===== src/rtl/frame_dispatcher.sv =====
// frame_dispatcher
//   Routes each decoded inbound frame to one of NUM_TGT bus-side consumers
//   using a small EID match table, runs the req/ack handshake with the chosen
//   target, keeps fragmented frames on the same target, and discards frames
//   that are empty, unroutable or not accepted within TIMEOUT cycles.
// Ports
//   clk, rst              clock, synchronous active-high reset
//   in_frame_valid        frame present in inbound buffer
//   header_done/eid       decoded header (level) and its EID
//   packet_is_empty       length byte was 0x00
//   is_fragment           length byte was 0xFF, more fragments follow
//   header_done_clear     one-cycle pulse, frame consumed
//   tgt_req/ack/sel       one-hot request, target accept, routed index
//   frame_discard         one-cycle pulse, upstream drops the frame
//   cfg_we/idx/eid/en     match-table write port
//   locked, busy          fragment lock active, not idle
//   drop_count            saturating discard counter
module frame_dispatcher #(
  parameter int NUM_TGT = 4,
  parameter int TIMEOUT = 255
) (
  input  logic               clk,
  input  logic               rst,
  input  logic               in_frame_valid,
  input  logic               header_done,
  input  logic [7:0]         header_eid,
  input  logic               packet_is_empty,
  input  logic               is_fragment,
  output logic               header_done_clear,
  output logic [NUM_TGT-1:0] tgt_req,
  input  logic [NUM_TGT-1:0] tgt_ack,
  output logic [1:0]         tgt_sel,
  output logic               frame_discard,
  input  logic               cfg_we,
  input  logic [1:0]         cfg_idx,
  input  logic [7:0]         cfg_eid,
  input  logic               cfg_en,
  output logic               locked,
  output logic               busy,
  output logic [7:0]         drop_count
);

  typedef enum logic [2:0] {
    S_IDLE, S_LOOKUP, S_REQ, S_ACTIVE, S_DISCARD, S_DRAIN
  } state_t;

  state_t state, state_nx;

  logic [NUM_TGT-1:0]      tbl_en;
  logic [NUM_TGT-1:0][7:0] tbl_eid;
  logic [1:0]              sel;
  logic [1:0]              lock_tgt;
  logic                    lock_q;
  logic [15:0]             timer;
  logic                    clr_q;
  logic [7:0]              drops;

  logic       hit;
  logic [1:0] hit_idx;
  logic       ack_hit;
  logic       tmo;

  // Priority match: scan from the top so the lowest matching index is the
  // last one written and therefore wins.
  always_comb begin
    hit     = 1'b0;
    hit_idx = 2'd0;
    for (int i = NUM_TGT - 1; i >= 0; i--) begin
      if (tbl_en[i] && tbl_eid[i] == header_eid) begin
        hit     = 1'b1;
        hit_idx = i[1:0];
      end
    end
  end

  assign ack_hit = tgt_ack[sel];
  assign tmo     = (timer == 16'(TIMEOUT - 1));

  always_comb begin
    state_nx = state;
    case (state)
      S_IDLE:    if (header_done) state_nx = S_LOOKUP;
      S_LOOKUP: begin
        if (packet_is_empty)  state_nx = S_DISCARD;
        else if (lock_q)      state_nx = S_REQ;
        else if (hit)         state_nx = S_REQ;
        else                  state_nx = S_DISCARD;
      end
      S_REQ: begin
        // Ack has priority over a timeout landing on the same edge.
        if (ack_hit)          state_nx = S_ACTIVE;
        else if (tmo)         state_nx = S_DISCARD;
      end
      // Stay in ACTIVE while the clear pulse is still out: upstream may keep
      // header_done high for one more cycle, and IDLE must not see it.
      S_ACTIVE:  if (!in_frame_valid && !clr_q) state_nx = S_IDLE;
      S_DISCARD: state_nx = S_DRAIN;
      S_DRAIN:   if (!in_frame_valid) state_nx = S_IDLE;
      default:   state_nx = S_IDLE;
    endcase
  end

  always_ff @(posedge clk) begin
    if (rst) begin
      state    <= S_IDLE;
      sel      <= 2'd0;
      lock_q   <= 1'b0;
      lock_tgt <= 2'd0;
      timer    <= 16'd0;
      clr_q    <= 1'b0;
      drops    <= 8'd0;
      for (int i = 0; i < NUM_TGT; i++) begin
        tbl_en[i]  <= 1'b1;
        tbl_eid[i] <= 8'(i);
      end
    end else begin
      state <= state_nx;
      clr_q <= (state == S_REQ) && ack_hit;

      if (cfg_we) begin
        tbl_en[cfg_idx]  <= cfg_en;
        tbl_eid[cfg_idx] <= cfg_eid;
      end

      if (state == S_LOOKUP) begin
        if (packet_is_empty) lock_q <= 1'b0;
        else if (lock_q)     sel    <= lock_tgt;
        else if (hit)        sel    <= hit_idx;
      end

      if (state == S_REQ) begin
        timer <= timer + 16'd1;
        if (ack_hit) begin
          lock_q   <= is_fragment;
          lock_tgt <= sel;
        end else if (tmo) begin
          lock_q <= 1'b0;
        end
      end else if (state_nx == S_REQ) begin
        timer <= 16'd0;
      end

      if (state == S_DISCARD && drops != 8'hFF) drops <= drops + 8'd1;
    end
  end

  assign tgt_req           = (state == S_REQ) ? (NUM_TGT'(1) << sel) : '0;
  assign tgt_sel           = sel;
  assign frame_discard     = (state == S_DISCARD);
  assign header_done_clear = clr_q || (state == S_DISCARD);
  assign locked            = lock_q;
  assign busy              = (state != S_IDLE);
  assign drop_count        = drops;

endmodule


===== config.mk =====
export PLATFORM = sky130hd
export DESIGN_NAME = frame_dispatcher
export DESIGN_NICKNAME = d
export VERILOG_FILES = /design/src/rtl/frame_dispatcher.sv
export SDC_FILE = /design/constraint.sdc
export NUM_CORES = 1
export LEC_CHECK = 0
export BUFFER_PORTS_ARGS = -buffer_cell sky130_fd_sc_hd__buf_2
export CAP_MARGIN = 20
export CORE_AREA = 3 3 100 102
export CTS_CLUSTER_DIAMETER = 80
export CTS_CLUSTER_SIZE = 40
export DETAILED_ROUTE_END_ITERATION = 7
export DIE_AREA = 0 0 103 105
export PLACE_DENSITY = 0.65
export SLEW_MARGIN = 10
export SYNTH_ARGS = -nofsm -noshare
export SYNTH_HDL_FRONTEND = slang
export SYNTH_SLANG_ARGS = --single-unit
export TNS_END_PERCENT = 5

===== constraint.sdc =====
create_clock -name clk -period 3.4 [get_ports clk]
set_input_delay 0.34 -clock clk [delete_from_list [all_inputs] [get_ports clk]]
set_output_delay 0.34 -clock clk [all_outputs]
set_load 0.02 [all_outputs]

==> impl_metrics.ini <==
[route]
drc_errors = 0
wl_per_cell_um = 14.4
routed_wl_mm = 8.24
drt-pass1-iter-count = 5
drtAntennaViolNets = 0
vias_per_cell = 5.23
drtIter0Drc = 72
vias = 2997

[power]
switching_share_pct = 25.5
power_frac_clock_pct = 37.8
p_comb_share_pct = 11.7
internal_power_uw = 1280
p_seq_share_pct = 50.6
p_leak_uw = 0.00157
p_switching_uw = 438
p_per_area_nw_per_um2 = 426
irDropWorstVdd_uv = 196

[clocking]
htree_num_levels = 3
clock-sinks = 69
max-clock-path-buffers = 2
cts_hold_buffers = 0
insertion_delay_ns = 0.34
cts_tree = done
cts_setup_buffers = 0
root_buffer = clkbuf_8
cts_made_buffers = 9
cts-resized-gates = 0
clk_pin_slew_ns = 0.07

[die]
dieArea_um2 = 10800
ios = 48
initial_core_util_pct = 38.7
core_region_area_um2 = 9200
die_h_um = 105
fp-row-count = 35
die_w_um = 103

[yosys]
synthTopCellsByArea = dfxtp_1 39%, xnor2_1 7.9%, nand2_1 6.1%
ys_ff_latch = 69
synth_top_area_share_pct = 38.9
synth_ff_type = dfxtp_1
ys_warn_count = 0
syn_area_per_cell_um2 = 8.40
syn_area_um2 = 3550
netlist_top_cells_count = 69 x dfxtp_1, 58 x nand2_1, 38 x nor2_1
syn-instance-count = 423
synth-edff-count = 0
ys_seq_area_share_pct = 38.9
ys_types = 52
async_flop_share_pct = 0
synth_fp_nets = 456
yosys.area.top_type = dfxtp_1
yosysMostFrequentCell = dfxtp_1

[placed_design]
placed_area_um2 = 3840
dp_hpwl_mm = 5.96
gp_congestion = 0.887
portBuffers = 47

[global_routing]
grt_max_degree = 43
grt_pass1_vias = 2869
track_usage_pct = 16.0
grt_pass1_wl_mm = 13.9
antenna_found_initial = 0
grt_overflow_total = 0

[cells_and_area]
drive_gt1_share_pct = 16.0
antenna_cells = 0
final_area_um2 = 4030
final_nets = 490
area_growth_pct = 13.5

[timing]
setup_viol = 0
drv_slew = 0
worst_pin_slew_ns = 1.00
fmax_ghz = 0.418
hold_viol = 0
rsz0062_at_grt = false
slew_headroom_pct = 32.7
finalCritPeriodShare_pct = 70.4
fin_skew_ns = 0.00732
fin_tns_setup_ns = 0
period_minus_slack_ns = 2.39

[critical_path]
cp-start-kind = flop
regToRegStartpoint = tgt_sel[0]
end_kind = output port
critical_path_class = flop to output port
cp.arrival_ns = 2.05
required_ns = 3.06
crit_path_start = state[1]
crit_fanout = 14

[min_path]
hp-class = input pin to flop
min_from = cfg_eid[1]

[job]
drv_cap = 0

[run_status]
outcome = completed
cell families (layout without fill, tap and decap cells):
family	count (synthesis)	count (layout)	synth area share, %
fa+ha+maj	3	3	1.06
flops	69	69	38.9
compound gates	64	64	12.8
xor+xnor	46	46	11.3
mux	18	18	5.42
buf+inv	36	75	4.08
simple gates	187	187	26.5
layout make-up:
cell class	count	area [µm²]
Clock inverter	4	47.5
Clock buffer	12	145
Sequential cell	69	1380
Tap cell	111	139
Timing Repair Buffer	49	250
Inverter	10	37.5
Multi-Input combinational cell	318	2030
Fill cell	932	5160
worst paths after layout:
path	to	slack, ns	cells after the start
setup / recovery	tgt_req[2]	1.01	4
hold / removal	tbl_eid[25]	0.26	3
setup reg to reg	timer[4]	1.10	6
hold reg to reg	tbl_en[1]	0.46	1
per-layer routing:
layer	part of all wire (%)	routed length, µm	up-vias	global-route usage, %
met5	0	0	-	0
met4	0.36	30	0	4.07
met3	4.4	361	2	4.27
met2	48	3940	67	24.2
met1	47	3910	1380	22.4
li1	-	-	1548	-
stage by stage:
step	std cells	hold slack, ns	worst slack [ns]	util, %	power (µW)
3_5_place_dp	557	0.454	1.14	41.8	1090
4_1_cts	573	0.242	1.01	43.9	1740
6_report	573	0.265	1.01	43.9	1720
5_1_grt	573	0.252	0.857	43.9	1810
3_3_place_gp	557	0.444	1.22	41.8	1090
2_1_floorplan	423	0.435	1.24	-	1030
registers in the layout (all words and copies together) (netlist names):
name,flops
state,3
tgt_sel,2
tbl_en,4
clr_q,1
tbl_eid,32
drop_count,8
timer,16
locked,1
lock_tgt,2
power groups by stage:
stage	sequential, µW	clock, µW	combinational, µW
floorplan	878	0	149
global placement	887	0	200
detailed placement	888	0	202
CTS	869	671	203
global route	873	709	226
finish	869	650	200
worst max-delay path, stage by stage (launching register included):
cell and delay, ns:
dfxtp_1 0.50, inv_1 0.16, or3_1 0.61, nor3b_1 0.25, buf_2 0.20
cells in the final DEF (no fill, tap or decap), types with 3 or more instances in the layout:
master     netlist  routed
dfxtp_1         69      69
nand2_1         58      58
buf_2            8      47
nor2_1          38      38
xnor2_1         32      32
a21oi_1         21      21
nor3_1          20      20
nand3_1         19      19
mux2i_1         17      17
xor2_1          14      14
inv_1           10      10
clkbuf_8         0      10
and3_1           8       8
o21ai_0          8       8
nand4_1          7       7
nand3b_1         6       6
nor3b_1          6       5
or3_1            4       4
o31ai_1          4       4
nand2b_1         3       3
a2bb2oi_1        3       3
and4_1           3       3
nor4b_1          3       3
a221oi_1         3       3
o32ai_1          3       3
a211o_1          3       3
ha_1             3       3
No activity file was read; power rests on OpenSTA's default activity.
